[src/rtl/decoder_pkg.sv]
// Shared helpers for the writeback write-enable decoder: enable-vector sizing
// and the default hardwired-zero register index.
package decoder_pkg;

  function automatic int depth(input int aw);
    return 1 << aw;
  endfunction

  localparam int ADDR_W_DEF   = 5;
  localparam int DEPTH_DEF    = depth(ADDR_W_DEF);
  localparam int ZERO_REG_DEF = 31;

  // One-hot write-enable vector for a single port at the default address width
  typedef logic [DEPTH_DEF-1:0] onehot_t;

endpackage

[src/rtl/dec_onehot.sv]
// Combinational enable + address to one-hot decoder (generalised 5-to-32).
module dec_onehot
  import decoder_pkg::*;
#(
  parameter  int ADDR_W = 5,
  localparam int DEPTH  = depth(ADDR_W)
) (
  input  logic              en,
  input  logic [ADDR_W-1:0] addr,
  output logic [DEPTH-1:0]  y
);

  always_comb begin
    y = '0;
    if (en) y[addr] = 1'b1;
  end

endmodule

[src/rtl/wb_wren_decoder.sv]
// Registered multi-port register-file write-enable decoder with zero-register
// masking, same-cycle conflict resolution and a saturating conflict counter.
module wb_wren_decoder
  import decoder_pkg::*;
#(
  parameter  int ADDR_W   = 5,
  parameter  int NPORTS   = 2,
  parameter  int ZERO_EN  = 1,
  parameter  int ZERO_REG = ZERO_REG_DEF,
  parameter  int CNT_W    = 8,
  localparam int DEPTH    = depth(ADDR_W)
) (
  input  logic                     clk,
  input  logic                     rst_n,
  input  logic                     stall,
  input  logic                     flush,
  input  logic [NPORTS-1:0]        en,
  input  logic [NPORTS*ADDR_W-1:0] addr,
  output logic [NPORTS*DEPTH-1:0]  y,
  output logic [DEPTH-1:0]         y_any,
  output logic                     conflict,
  output logic [CNT_W-1:0]         conflict_cnt
);

  localparam logic [ADDR_W-1:0] ZERO_ADDR = ADDR_W'(ZERO_REG);
  localparam logic [CNT_W-1:0]  CNT_MAX   = '1;

  logic [NPORTS-1:0][ADDR_W-1:0] addr_v;
  logic [NPORTS-1:0]             req;
  logic [NPORTS-1:0][DEPTH-1:0]  dec;
  logic [NPORTS-1:0][DEPTH-1:0]  res;
  logic [DEPTH-1:0]              higher;
  logic [DEPTH-1:0]              any_n;
  logic                          drop;

  for (genvar p = 0; p < NPORTS; p++) begin : g_port
    assign addr_v[p] = addr[p*ADDR_W +: ADDR_W];
    assign req[p]    = en[p] && !((ZERO_EN != 0) && (addr_v[p] == ZERO_ADDR));

    dec_onehot #(.ADDR_W(ADDR_W)) u_dec (
      .en   (req[p]),
      .addr (addr_v[p]),
      .y    (dec[p])
    );
  end

  // Walk from the youngest port down: a port whose line is already claimed by
  // a higher-index port is dropped whole, so each line has exactly one owner.
  always_comb begin
    higher = '0;
    any_n  = '0;
    res    = '0;
    drop   = 1'b0;
    for (int p = NPORTS - 1; p >= 0; p--) begin
      if ((dec[p] & higher) != '0) drop = 1'b1;
      else                         res[p] = dec[p];
      higher = higher | dec[p];
      any_n  = any_n | res[p];
    end
  end

  always_ff @(posedge clk or negedge rst_n) begin
    if (!rst_n) begin
      y            <= '0;
      y_any        <= '0;
      conflict     <= 1'b0;
      conflict_cnt <= '0;
    end else if (flush) begin
      y        <= '0;
      y_any    <= '0;
      conflict <= 1'b0;
    end else if (!stall) begin
      y        <= res;
      y_any    <= any_n;
      conflict <= drop;
      if (drop && conflict_cnt != CNT_MAX) conflict_cnt <= conflict_cnt + 1'b1;
    end
  end

endmodule

[config.mk]
export PLATFORM = sky130hd
export DESIGN_NAME = wb_wren_decoder
export DESIGN_NICKNAME = d
export VERILOG_FILES = /design/src/rtl/decoder_pkg.sv /design/src/rtl/dec_onehot.sv /design/src/rtl/wb_wren_decoder.sv
export SDC_FILE = /design/constraint.sdc
export NUM_CORES = 1
export LEC_CHECK = 0
export CAP_MARGIN = 20
export CORE_MARGIN = 3
export CORE_UTILIZATION = 45
export CTS_BUF_LIST = sky130_fd_sc_hd__clkbuf_4 sky130_fd_sc_hd__clkbuf_8
export CTS_CLUSTER_DIAMETER = 200
export DETAILED_ROUTE_END_ITERATION = 10
export HOLD_SLACK_MARGIN = 0.1
export PLACE_DENSITY = 0.72
export SLEW_MARGIN = 20
export SYNTH_ARGS = -nofsm -noshare
export SYNTH_HDL_FRONTEND = slang
export SYNTH_SLANG_ARGS = --single-unit
[constraint.sdc]
create_clock -name clk -period 1.96 [get_ports clk]
set_input_delay 0.294 -clock clk [delete_from_list [all_inputs] [get_ports clk]]
set_output_delay 0.294 -clock clk [all_outputs]
set_load 0.02 [all_outputs]
==> results.ini <==
[setup_path]
path_max_fanout = 7
worstRegToRegCells = 7
reg2reg_setup_slack_ns = 0.14
arrival_ns = 2.15
r2r_start = conflict_cnt[0]$_DFFE_PN0P_
end_kind = register
startpoint = addr[7]
timing_worst_setup_path_type = input port to register
setup.worst_path.end = conflict_cnt[7]$_DFFE_PN0P_
critPathLaunchType = input port
crit_required_ns = 2.23
r2r_end = conflict_cnt[1]$_DFFE_PN0P_

[sta]
hold_viol_final = 0
maxSlewViolCount = 0
report.final.setup_viol = 0
slew_headroom_pct = 37.4
fmax_ghz = 0.534
fin_crit_sh_pct = 95.6
timing.hold.ws_ns = 0.381
clock-skew-final_ns = 0.000708
tightest_slew_ns = 0.932
min_period_ns = 1.87
finalWorstSetupSlack_ns = 0.0867

[detailed_routing]
via_per_inst = 5.72
avgRoutedWirePerCell_um = 18.8
drc = 0
ant_nets = 0
first_iter_violations = 310
drt_pre_antenna_iters = 5
vias = 4295
drt_wl_total_mm = 14.1

[logic_synthesis]
synthAdderAreaFrac_pct = 0.257
synth_xor_area_share_pct = 1.44
synth_edf_count = 0
synth_most_common_cell = dfrtp_1
netlist_area_sq_mm = 0.00487
synth.distinct_cells = 51
synth_fp_nets = 458
synth-seq-area-share_pct = 53.9
ys_top_cells_by_count = dfrtp_1 (105), nand2_1 (44), o21ai_0 (30)
synth_top_area_share_pct = 53.9
synth_cells = 441
avgSynthCellArea_sq_um = 11.1
synth_flop_cell = dfrtp_1
synth_top_family_by_area = compound AO/OA/AOI/OAI gates
ys_warn_count = 0
ys_ff_latch = 105
synth-compound-area-share_pct = 23.3
synthSimpleGateAreaFrac_pct = 15.3
synth-async-reset-ratio_pct = 100
yosysTopAreaCell = dfrtp_1
synthTopCellsByArea = dfrtp_1 (54%), a22o_1 (5.0%), o31ai_2 (4.6%)
synthMuxAreaShare_pct = 0.693

[power_and_ir_drop]
irDropWorstVdd_v = 0.000445
power_uw = 3940
leakage_uw = 0.00311
power_per_cell_area_mw_per_mm2 = 549

[clock_tree]
clk_latency_ns = 0.37
ctsLongestPathBuffers = 2
cts_htree_levels = 3
cts-root-buf = clkbuf_8
cts_tree = yes
clk_pin_slew_ns = 0.11
cts.sinks = 105
numCtsBuffers = 9

[die]
num_io_pins = 121
core_area_sq_mm = 0.0104
die_h_um = 110
initial_utilization_pct = 46.8
die_area_sq_mm = 0.0121
fp.dieW_um = 110
fp-row-count = 37

[grt]
grt_pass1_vias = 4376
grt_overflow = 0
antenna_found_initial = 0
grt_pass1_wl_mm = 22.5
grt_max_degree = 64
grt_use_total_pct = 23.9

[layout]
final_nets = 627
diodes = 0
nFillCells = 801
syn2layout_area_growth_pct = 47.2
ff_latch_area_sq_mm = 0.00263
multiInputGateArea_sq_mm = 0.00220
drive_gt1_share_pct = 26.8
final_cells = 751

[place]
place.gp.congestion = 0.839
post-place-ws_ns = -0.708
post-dp-hpwl_mm = 9.59
io_buffers = 120
placed_cells_incl_taps = 719

[min_path]
hold_path_class = input port to asynchronous set/reset pin

[status]
outcome = finished, final reports clean

[flow_run]
drv_cap = 0

-- worst min-delay path by stage --
stage,cells past startpoint,startpoint,end
finish,2,rst_n,y[45]$_DFFE_PN0P_
global route,2,rst_n,y[45]$_DFFE_PN0P_
CTS,2,rst_n,y[45]$_DFFE_PN0P_
detailed placement,1,rst_n,y[45]$_DFFE_PN0P_
global placement,1,rst_n,y[53]$_DFFE_PN0P_
floorplan,0,rst_n,conflict$_DFFE_PN0P_
-- cells in the final DEF, fill, tap and decap left out, drive strengths merged, types with 2 or more instances in the layout --
cell             n
a22oi           27
a22o            28
nor2            10
nand2           45
clkinv           4
and3             6
a21o             4
nor4bb           4
nor2b            5
and2             6
xor2             5
dlygate4sd2      4
o22ai            2
nor3             5
nor3b            3
clkbuf          13
a21oi           15
nand3           19
mux2             3
nand4           12
dfrtp          105
xnor2            3
clkdlybuf4s50  107
inv              5
o31ai           33
nor4             6
nand2b           4
o21ai           34
and4             3
buf             82
-- state kept, by name, indices dropped and copies added (netlist names) --
register	flops
y_any	32
y	64
conflict	1
conflict_cnt	8
-- worst max-delay path: stages --
cell           delay, ns
dlygate4sd2_1       0.26
buf_6               0.15
nor3b_2             0.22
nand3_1             0.12
o21ai_2             0.21
nor4_4              0.07
buf_4               0.16
buf_4               0.14
a21oi_1             0.16
mux2_2              0.34
-- report_power, final --
| part | leakage (uW) | internal, uW | switching [uW] | total (uW) |
|---|---|---|---|---|
| clock network | 0.0000987 | 490 | 816 | 1310 |
| logic | 0.00155 | 174 | 267 | 441 |
| registers | 0.00146 | 2180 | 10.8 | 2190 |
-- cell families (layout without fill, tap and decap cells) --
logic type / Yosys count / count (layout)
xor gates and xnor gates: 8 / 8
AOI/OAI and AO/OA: 147 / 147
DFF: 105 / 105
and+or+nand+nor: 133 / 133
muxes: 3 / 3
adders and majority gates: 1 / 1
buffers and inverters: 44 / 218
-- through the flow --
step / cell area (sq um) / TNS [ns] / util [%]
finish: 7170 / 0 / 68.9
global route: 7170 / -0.00351 / 68.9
CTS: 7120 / 0 / 68.3
detailed placement: 6590 / -45.96 / 63.3
global placement: 6590 / -39.72 / 63.3
floorplan: 4880 / 0 / -
-- layer usage --
layer,track usage (%),routed length (um),share of wire (%),vias up
met1,32.3,6130,43,2098
li1,-,-,-,1979
met4,8.28,303,2.1,0
met3,4.89,1030,7.3,31
met5,0,0,0,-
met2,38.3,6680,47,187
-- cell type report --
type                            count  area share [%]
Clock buffer                        9            1.73
Multi-Input combinational cell    292            30.7
Tap cell                          136            2.37
Clock inverter                      7           0.890
Inverter                            2           0.105
Timing Repair Buffer              200            27.6
Sequential cell                   105            36.6
-- repair_timing --
item	4_1_cts	5_1_grt
resized for setup	50	29
hold buffers	1	0
cloned	6	0
setup buffers	9	0
setup endpoints to repair	71	38
hold endpoints to repair	30	0
pin swaps	6	9
Power figures use the tool's default switching activity.
